[src/rtl/chip8_pkg.sv]
// Shared CHIP-8 definitions used by the sprite sequencer and its neighbours.
package chip8_pkg;

    // Display geometry and memory address width
    localparam int DISP_W = 64;
    localparam int DISP_H = 32;
    localparam int ADDR_W = 12;

    // Sprite sequencer states
    typedef enum logic [1:0] {
        S_IDLE  = 2'd0,
        S_FETCH = 2'd1,
        S_DRAW  = 2'd2,
        S_DONE  = 2'd3
    } sprite_state_t;

endpackage

[src/rtl/chip8_sprite_sequencer.sv]
// DXYN sprite-draw sequencer: fetches each sprite row from memory, holds it on
// the display interface for DRAW_HOLD cycles, ORs the per-row collision flags
// and returns VF with a done pulse.
// Optional build macro CHIP8_SPRITE_CLIP_EN: rows falling below the bottom
// edge of the display are skipped instead of wrapping to the top.
module chip8_sprite_sequencer
    import chip8_pkg::*;
#(
    parameter int DRAW_HOLD = 3
) (
    input  logic              clk,
    input  logic              rst_n,
    input  logic              start,
    input  logic [7:0]        vx,
    input  logic [7:0]        vy,
    input  logic [3:0]        n,
    input  logic [ADDR_W-1:0] i_reg,
    output logic              mem_req,
    output logic [ADDR_W-1:0] mem_addr,
    input  logic              mem_ack,
    input  logic [7:0]        mem_rdata,
    output logic              draw,
    output logic [5:0]        x,
    output logic [4:0]        y,
    output logic [3:0]        row_index,
    output logic [7:0]        sprite_data,
    input  logic              collision,
    output logic              busy,
    output logic              done,
    output logic              vf_we,
    output logic [7:0]        vf_data
);

    localparam logic [3:0] HOLD_LAST = 4'(DRAW_HOLD - 1);

    sprite_state_t     state_reg;
    logic [3:0]        n_reg;
    logic [ADDR_W-1:0] i_base_reg;
    logic [3:0]        hold_cnt_reg;
    logic              coll_acc_reg;

    logic hold_last;
    logic last_row;
    logic next_row_off;
    logic coll_next;

    assign hold_last = (hold_cnt_reg == HOLD_LAST);
    assign last_row  = (row_index == (n_reg - 4'd1));
    assign coll_next = coll_acc_reg | collision;

`ifdef CHIP8_SPRITE_CLIP_EN
    // Row 0 always lands on screen because y is already reduced mod 32, so
    // only the row after the current one needs the off-screen test.
    logic [5:0] next_row_sum;
    assign next_row_sum = {1'b0, y} + {2'b0, row_index} + 6'd1;
    assign next_row_off = (next_row_sum >= 6'(DISP_H));
`else
    assign next_row_off = 1'b0;
`endif

    // Sequencer FSM with registered outputs and the row/hold counters
    always_ff @(posedge clk or negedge rst_n) begin
        if (!rst_n) begin
            state_reg    <= S_IDLE;
            n_reg        <= '0;
            i_base_reg   <= '0;
            hold_cnt_reg <= '0;
            coll_acc_reg <= 1'b0;
            mem_req      <= 1'b0;
            mem_addr     <= '0;
            draw         <= 1'b0;
            x            <= '0;
            y            <= '0;
            row_index    <= '0;
            sprite_data  <= '0;
            busy         <= 1'b0;
            done         <= 1'b0;
            vf_we        <= 1'b0;
            vf_data      <= '0;
        end else begin
            done  <= 1'b0;
            vf_we <= 1'b0;
            case (state_reg)
                S_IDLE: begin
                    if (start) begin
                        x            <= vx[5:0];
                        y            <= vy[4:0];
                        n_reg        <= n;
                        i_base_reg   <= i_reg;
                        row_index    <= '0;
                        coll_acc_reg <= 1'b0;
                        busy         <= 1'b1;
                        if (n == 4'd0) begin
                            state_reg <= S_DONE;
                            done      <= 1'b1;
                            vf_we     <= 1'b1;
                            vf_data   <= 8'd0;
                        end else begin
                            state_reg <= S_FETCH;
                            mem_req   <= 1'b1;
                            mem_addr  <= i_reg;
                        end
                    end
                end
                S_FETCH: begin
                    if (mem_ack) begin
                        sprite_data  <= mem_rdata;
                        hold_cnt_reg <= '0;
                        mem_req      <= 1'b0;
                        draw         <= 1'b1;
                        state_reg    <= S_DRAW;
                    end
                end
                S_DRAW: begin
                    if (hold_last) begin
                        draw         <= 1'b0;
                        coll_acc_reg <= coll_next;
                        if (last_row || next_row_off) begin
                            state_reg <= S_DONE;
                            done      <= 1'b1;
                            vf_we     <= 1'b1;
                            vf_data   <= {7'b0, coll_next};
                        end else begin
                            row_index <= row_index + 4'd1;
                            mem_req   <= 1'b1;
                            mem_addr  <= i_base_reg + {{(ADDR_W-4){1'b0}}, row_index}
                                         + ADDR_W'(1);
                            state_reg <= S_FETCH;
                        end
                    end else begin
                        hold_cnt_reg <= hold_cnt_reg + 4'd1;
                    end
                end
                S_DONE: begin
                    busy      <= 1'b0;
                    state_reg <= S_IDLE;
                end
                default: state_reg <= S_IDLE;
            endcase
        end
    end

endmodule

[config.mk]
export PLATFORM = sky130hd
export DESIGN_NAME = chip8_sprite_sequencer
export DESIGN_NICKNAME = d
export VERILOG_FILES = /design/src/rtl/chip8_pkg.sv /design/src/rtl/chip8_sprite_sequencer.sv
export SDC_FILE = /design/constraint.sdc
export NUM_CORES = 1
export LEC_CHECK = 0
export CORE_ASPECT_RATIO = 1.5
export CORE_MARGIN = 4
export CORE_UTILIZATION = 52
export DETAILED_ROUTE_END_ITERATION = 7
export HOLD_SLACK_MARGIN = 0.02
export PLACE_DENSITY = 0.85
export SYNTH_ARGS = -nofsm -noshare
export SYNTH_HDL_FRONTEND = slang
export SYNTH_SLANG_ARGS = --single-unit
[constraint.sdc]
create_clock -name clk -period 7.15 [get_ports clk]
set_clock_uncertainty 0.1 [all_clocks]
set_input_delay 0.715 -clock clk [delete_from_list [all_inputs] [get_ports clk]]
set_output_delay 0.715 -clock clk [all_outputs]
set_load 0.01 [all_outputs]
# Word-level counts from Yosys, hierarchy flattened
# Index checks and enable logic that the tools add are counted.
dict set report word_totals {
  ff_bits 70
  input_bits 45
  output_inout_bits 48
  wordCells 93
}
dict set report op_classes {
  addsub 5
  eq_ne 13
  mux 42
  bitwise 1
  reduce_logical 17
}
# op n
set ops {}
lappend ops {{12-bit two-way mux} 4}
lappend ops {{8-bit two-way mux} 4}
lappend ops {{12-bit case mux with 2 select lines} 1}
lappend ops {{4-bit two-way mux} 5}
lappend ops {{2-bit inequality test (second input constant)} 8}
lappend ops {{4-bit case mux with 2 select lines} 2}
lappend ops {{8-bit case mux with 2 select lines} 1}
lappend ops {{1-bit two-way mux} 14}
lappend ops {{12-bit by 1-bit adder with 12-bit output (second input constant)} 1}
lappend ops {{12-bit by 4-bit adder with 12-bit output} 1}
lappend ops {{3-bit AND reduction} 4}
lappend ops {{2-bit two-way mux} 5}
lappend ops {{5-bit AND reduction} 2}
lappend ops {{4-bit by 1-bit adder with 4-bit output (second input constant)} 2}
lappend ops {{1-bit case mux with 2 select lines} 4}
lappend ops {{2-bit case mux with 4 select lines} 1}
lappend ops {{2-bit AND reduction} 3}
lappend ops {{6-bit AND reduction} 1}
lappend ops {{2-bit nonzero test} 3}
lappend ops {{2-bit equality test (second input constant)} 2}
lappend ops {{4-bit by 2-bit equality test with 1-bit output (second input constant)} 1}
lappend ops {{4-bit equality test} 1}
lappend ops {{4-bit zero test} 1}
lappend ops {{4-bit AND reduction} 1}
lappend ops {{6 further kinds} 6}

# Depth between registers and ports, before layout
dict set report depth {
  depth_word 5
  mapped_depth 9
  mapped_depth_nobuf 8
}

# Worst setup path after synthesis
# OpenSTA, ideal clock, no wires.
dict set report synth_timing {
  path_type {register to register}
  start {register row_index[0]}
  end {register mem_addr[10]}
  setup_time_ps 125
  arrival_ps 2198
  t_required_ps 6925
  path_slack_ps 4727
  path_stages_with_launch 9
  n_path_buf 0
  path_cell_list {dfrtp_1 -> inv_1 -> ha_1 -> fa_1 -> nand2b_1 -> a21oi_1 -> a21oi_1 -> a311o_1 -> mux2_4}
}
dict set report synth_via {
  elab_chain_cells 5
  elab_cells_between_ends 8
}
# item line_no
set synth_lines {}
lappend synth_lines {{from (decl)} chip8_sprite_sequencer.sv:25} ;# output logic [3:0] row_index,
lappend synth_lines {{from (signal assigned)} chip8_sprite_sequencer.sv:124} ;# row_index <= row_index + 4'd1;
lappend synth_lines {{12-bit by 4-bit adder with 12-bit output} chip8_sprite_sequencer.sv:126} ;# mem_addr <= i_base_reg + {{(ADDR_W-4){1'b0}}, row_index}
lappend synth_lines {{12-bit by 1-bit adder with 12-bit output} chip8_sprite_sequencer.sv:127} ;# + ADDR_W'(1);
lappend synth_lines {{12-bit two-way mux} chip8_sprite_sequencer.sv:118} ;# if (last_row || next_row_off) begin
lappend synth_lines {{12-bit two-way mux} chip8_sprite_sequencer.sv:115} ;# if (hold_last) begin
lappend synth_lines {{12-bit case mux with 2 select lines} chip8_sprite_sequencer.sv:83} ;# case (state_reg)
lappend synth_lines {{to (signal assigned)} chip8_sprite_sequencer.sv:101} ;# mem_addr <= i_reg;
lappend synth_lines {{to (signal assigned)} chip8_sprite_sequencer.sv:126}
lappend synth_lines {{to (decl)} chip8_sprite_sequencer.sv:19} ;# output logic [ADDR_W-1:0] mem_addr,
# Several ways; a longest one is shown, not always the timed one. The select of a mux whose other input is x is not followed.
# A chain may end at the register's enable or synchronous reset.

# Final worst setup path
dict set report layout_timing {
  start {register state_reg[0]}
  end {register mem_addr[10]}
}
dict set report layout_via {
  elab_chain_cells 3
  elab_cells_between_ends 9
}
# item line_no
set layout_lines {}
lappend layout_lines {{from (decl)} chip8_sprite_sequencer.sv:36} ;# sprite_state_t state_reg;
lappend layout_lines {{from (signal assigned)} chip8_sprite_sequencer.sv:64} ;# state_reg <= S_IDLE;
lappend layout_lines {{from (signal assigned)} chip8_sprite_sequencer.sv:94} ;# state_reg <= S_DONE;
lappend layout_lines {{from (signal assigned)} chip8_sprite_sequencer.sv:99} ;# state_reg <= S_FETCH;
lappend layout_lines {{2-bit equality test / 2-bit zero test (equally long branches)} chip8_sprite_sequencer.sv:83}
lappend layout_lines {{2-bit inequality test (no line) / 2-bit nonzero test (equally long branches)} --}
lappend layout_lines {{5-bit AND reduction (no line)} --}
# Several ways; a longest one is shown, not always the timed one.

==> impl_metrics.py <==
metrics = {
    "layout": {
        "multi_input_area_um2": 1687,
        "drive_above_1_share_pct": 17.65,
        "fillCellCount": 466,
        "nets": 444,
        "num_antenna_cells": 0,
        "area_growth_syn_to_layout_pct": 30.29,
        "register_area_um2": 1577,
        "fin_area_um2": 4451,
    },
    "worst_setup_path": {
        "crit_path_end_kind": "flop",
        "crit_fanout": 19,
        "cp.arrival_ns": 2.98,
        "worstPathRequired_ns": 7.28,
        "path_buf_inv": 2,
        "cpLargestDelayFamily": "adder cells",
        "slowest_delay_ns": 0.49,
        "worstSetupStartpointType": "flop",
        "crit_start": "state_reg[0]$_DFFE_PN0P_",
        "r2r-start": "state_reg[0]$_DFFE_PN0P_",
        "worstSetupPathType": "reg -> reg",
        "rrSetupSlack_ns": 4.30,
        "timing.rr.end": "mem_addr[10]$_DFFE_PN0P_",
        "ff2ff_path_depth": 7,
        "cpMaxStageDelayCell": "ha_1",
        "crit_chain": "inv_1 -> ha_1 -> buf_4 -> nor2_1 -> a211oi_4 -> nand3_4 -> mux2_4",
    },
    "hold_path": {
        "min-delay-start": "sprite_data[2]$_DFFE_PN0P_",
        "whs_endpoint": "sprite_data[2]$_DFFE_PN0P_",
        "worstHoldPathCells": 1,
        "hp-class": "reg -> reg",
    },
    "die": {
        "die_h_um": 107.3,
        "die_w_um": 74.18,
        "die_area_um2": 7956,
        "core_um2": 6262,
        "start_util_pct": 54.55,
        "num_rows": 35,
        "io_pins": 93,
    },
    "route": {
        "wirelength_um": 7366,
        "drtPass1Iterations": 4,
        "wl_per_cell_um": 15.84,
        "drt-initial-drc-count": 83,
        "via_per_inst": 5.544,
        "drc": 0,
        "antenna_left": 0,
        "vias": 2578,
    },
    "place": {
        "dp_hpwl_um": 5385,
        "port-buffer-count": 80,
        "placed_cell_area_um2": 4227,
        "gp_congestion": 0.8329,
    },
    "grt": {
        "grt_pass1_vias": 2722,
        "grt_pass1_wl_um": 12400,
        "grt_usage_pct": 20.14,
        "grt_antenna_before_repair": 0,
        "grt_max_degree": 64,
        "grt_overflow": 0,
    },
    "sta": {
        "tns_ns": 0,
        "finalSetupViolations": 0,
        "worst_slew_pin_slew_ns": 0.7776,
        "final_max_slew_viol_count": 0,
        "relSlewSlack_pct": 48.16,
        "period_share_pct": 39.89,
        "hold_slack_ns": 0.4035,
        "min_period_ns": 2.852,
        "fmax_ghz": 0.3506,
        "finalHoldViolCount": 0,
        "rsz0062_at_grt": "no",
    },
    "yosys": {
        "ys_seq_area_share_pct": 46.15,
        "synth_area_leaders": "dfrtp_1 46%, mux2_2 13%, ha_1 4.4%",
        "synth_cell_type_count": 51,
        "yosysWarnings": 0,
        "synth_top_area_share_pct": 46.15,
        "syn-cell-area_um2": 3416,
        "synth_edf_count": 0,
        "ys_seq_elements": 63,
        "synth_top_flop_cell": "dfrtp_1",
        "synth_area_leader_cell": "dfrtp_1",
        "async_flop_share_pct": 100.0,
        "yosysMostFrequentCell": "dfrtp_1",
        "syn_area_per_cell_um2": 11.09,
        "syn_inst": 308,
        "synth.top_cells.by_count": "63 x dfrtp_1, 39 x mux2_2, 19 x nand2_1, 19 x nor2_1",
    },
    "clock_tree": {
        "cts_setup_buffers": 0,
        "cts_sinks": 63,
        "cts_tree": "yes",
        "clock_latency_ns": 0.34,
        "numCtsBuffers": 9,
        "max-clock-path-buffers": 2,
        "cts_root_buf": "clkbuf_8",
        "cts_resized": 0,
        "ctsHoldBuffers": 0,
        "clk_pin_slew_ns": 0.07,
        "htreeDepth": 3,
    },
    "pwr": {
        "max-vdd-ir-drop_mv": 0.2875,
        "fin_total_pwr_mw": 1.984,
        "power_density_nw_per_um2": 445.8,
        "leakagePower_nw": 1.938,
    },
    "outcome": {
        "status": "finished, final reports clean",
    },
    "flow_run": {
        "maxCapViolCount": 0,
    },
}
[cell usage in the layout (no fill, tap or decap), types with 3 or more instances in the layout]
cell type,instances
clkdlybuf4s50_1,79
dfrtp_1,63
mux2_2,39
nand2_1,19
nor2_1,19
inv_1,14
a21oi_1,14
ha_1,12
clkbuf_8,11
mux2_4,9
o21ai_0,9
nand3_1,8
nor3_1,7
conb_1,7
xnor2_1,6
nor2b_1,5
nand2b_1,5
o22ai_1,4
mux2i_1,4
a211oi_1,4
o221ai_1,4
nand4_1,3
and3_1,3
a31oi_1,3
buf_4,3
[per-layer routing]
layer	up-vias	global-route usage [%]	share of wire [%]
li1	1244	-	-
met1	1249	23.65	40
met2	66	33.63	53
met3	19	4.393	4.8
met4	0	10.49	2.5
met5	-	0	0
[through the flow]
stage	std cells	util [%]	setup slack (ns)
floorplan	314	-	4.727
global placement	449	67.49	4.322
detailed placement	449	67.49	4.280
CTS	465	71.07	4.270
global route	465	71.07	4.090
finish	465	71.07	4.298
[kinds of logic (layout without fill, tap and decap cells)]
family | count (synthesis) | count (layout) | synth area share (%)
adders and majority gates | 13 | 13 | 4.982
buffers and inverters | 36 | 113 | 5.128
xor gates and xnor gates | 9 | 9 | 2.747
DFF | 63 | 63 | 46.15
AOI/OAI and AO/OA | 52 | 52 | 10.48
muxes | 52 | 52 | 17.99
and+or+nand+nor | 82 | 82 | 12.42
other | 1 | 7 | 0.1098
[worst register-to-register path, cell delays in order, from the launching register on]
cell and delay (ns):
dfrtp_1 0.41, inv_1 0.09, ha_1 0.49, buf_4 0.35, nor2_1 0.14, a211oi_4 0.46, nand3_4 0.31, mux2_4 0.38
[report_power, final]
part           total, mW  internal [mW]  leakage, nW  switching [mW]
registers          0.636          0.521        0.762           0.115
logic               1.00          0.559         1.06           0.441
clock network      0.348          0.215        0.114           0.133
[how the worst max path moves through the flow]
stage                                          end  slack [ns]  cells past startpoint
final                     mem_addr[10]$_DFFE_PN0P_        4.30                      7
after global routing       mem_addr[2]$_DFFE_PN0P_        4.09                      7
after CTS                 mem_addr[10]$_DFFE_PN0P_        4.27                      7
after detailed placement  mem_addr[11]$_DFFE_PN0P_        4.28                      7
after global placement    mem_addr[11]$_DFFE_PN0P_        4.32                      7
after floorplan           mem_addr[10]$_DFFE_PN0P_        4.73                      8
[cell type report]
type	instances	area share, %
Inverter	14	1.181
Timing Repair Buffer	83	18.39
Tap cell	74	2.080
Multi-Input combinational cell	215	37.90
Clock buffer	13	3.570
Sequential cell	63	35.42
Clock inverter	3	1.462
(Power assumes the default switching activity.)
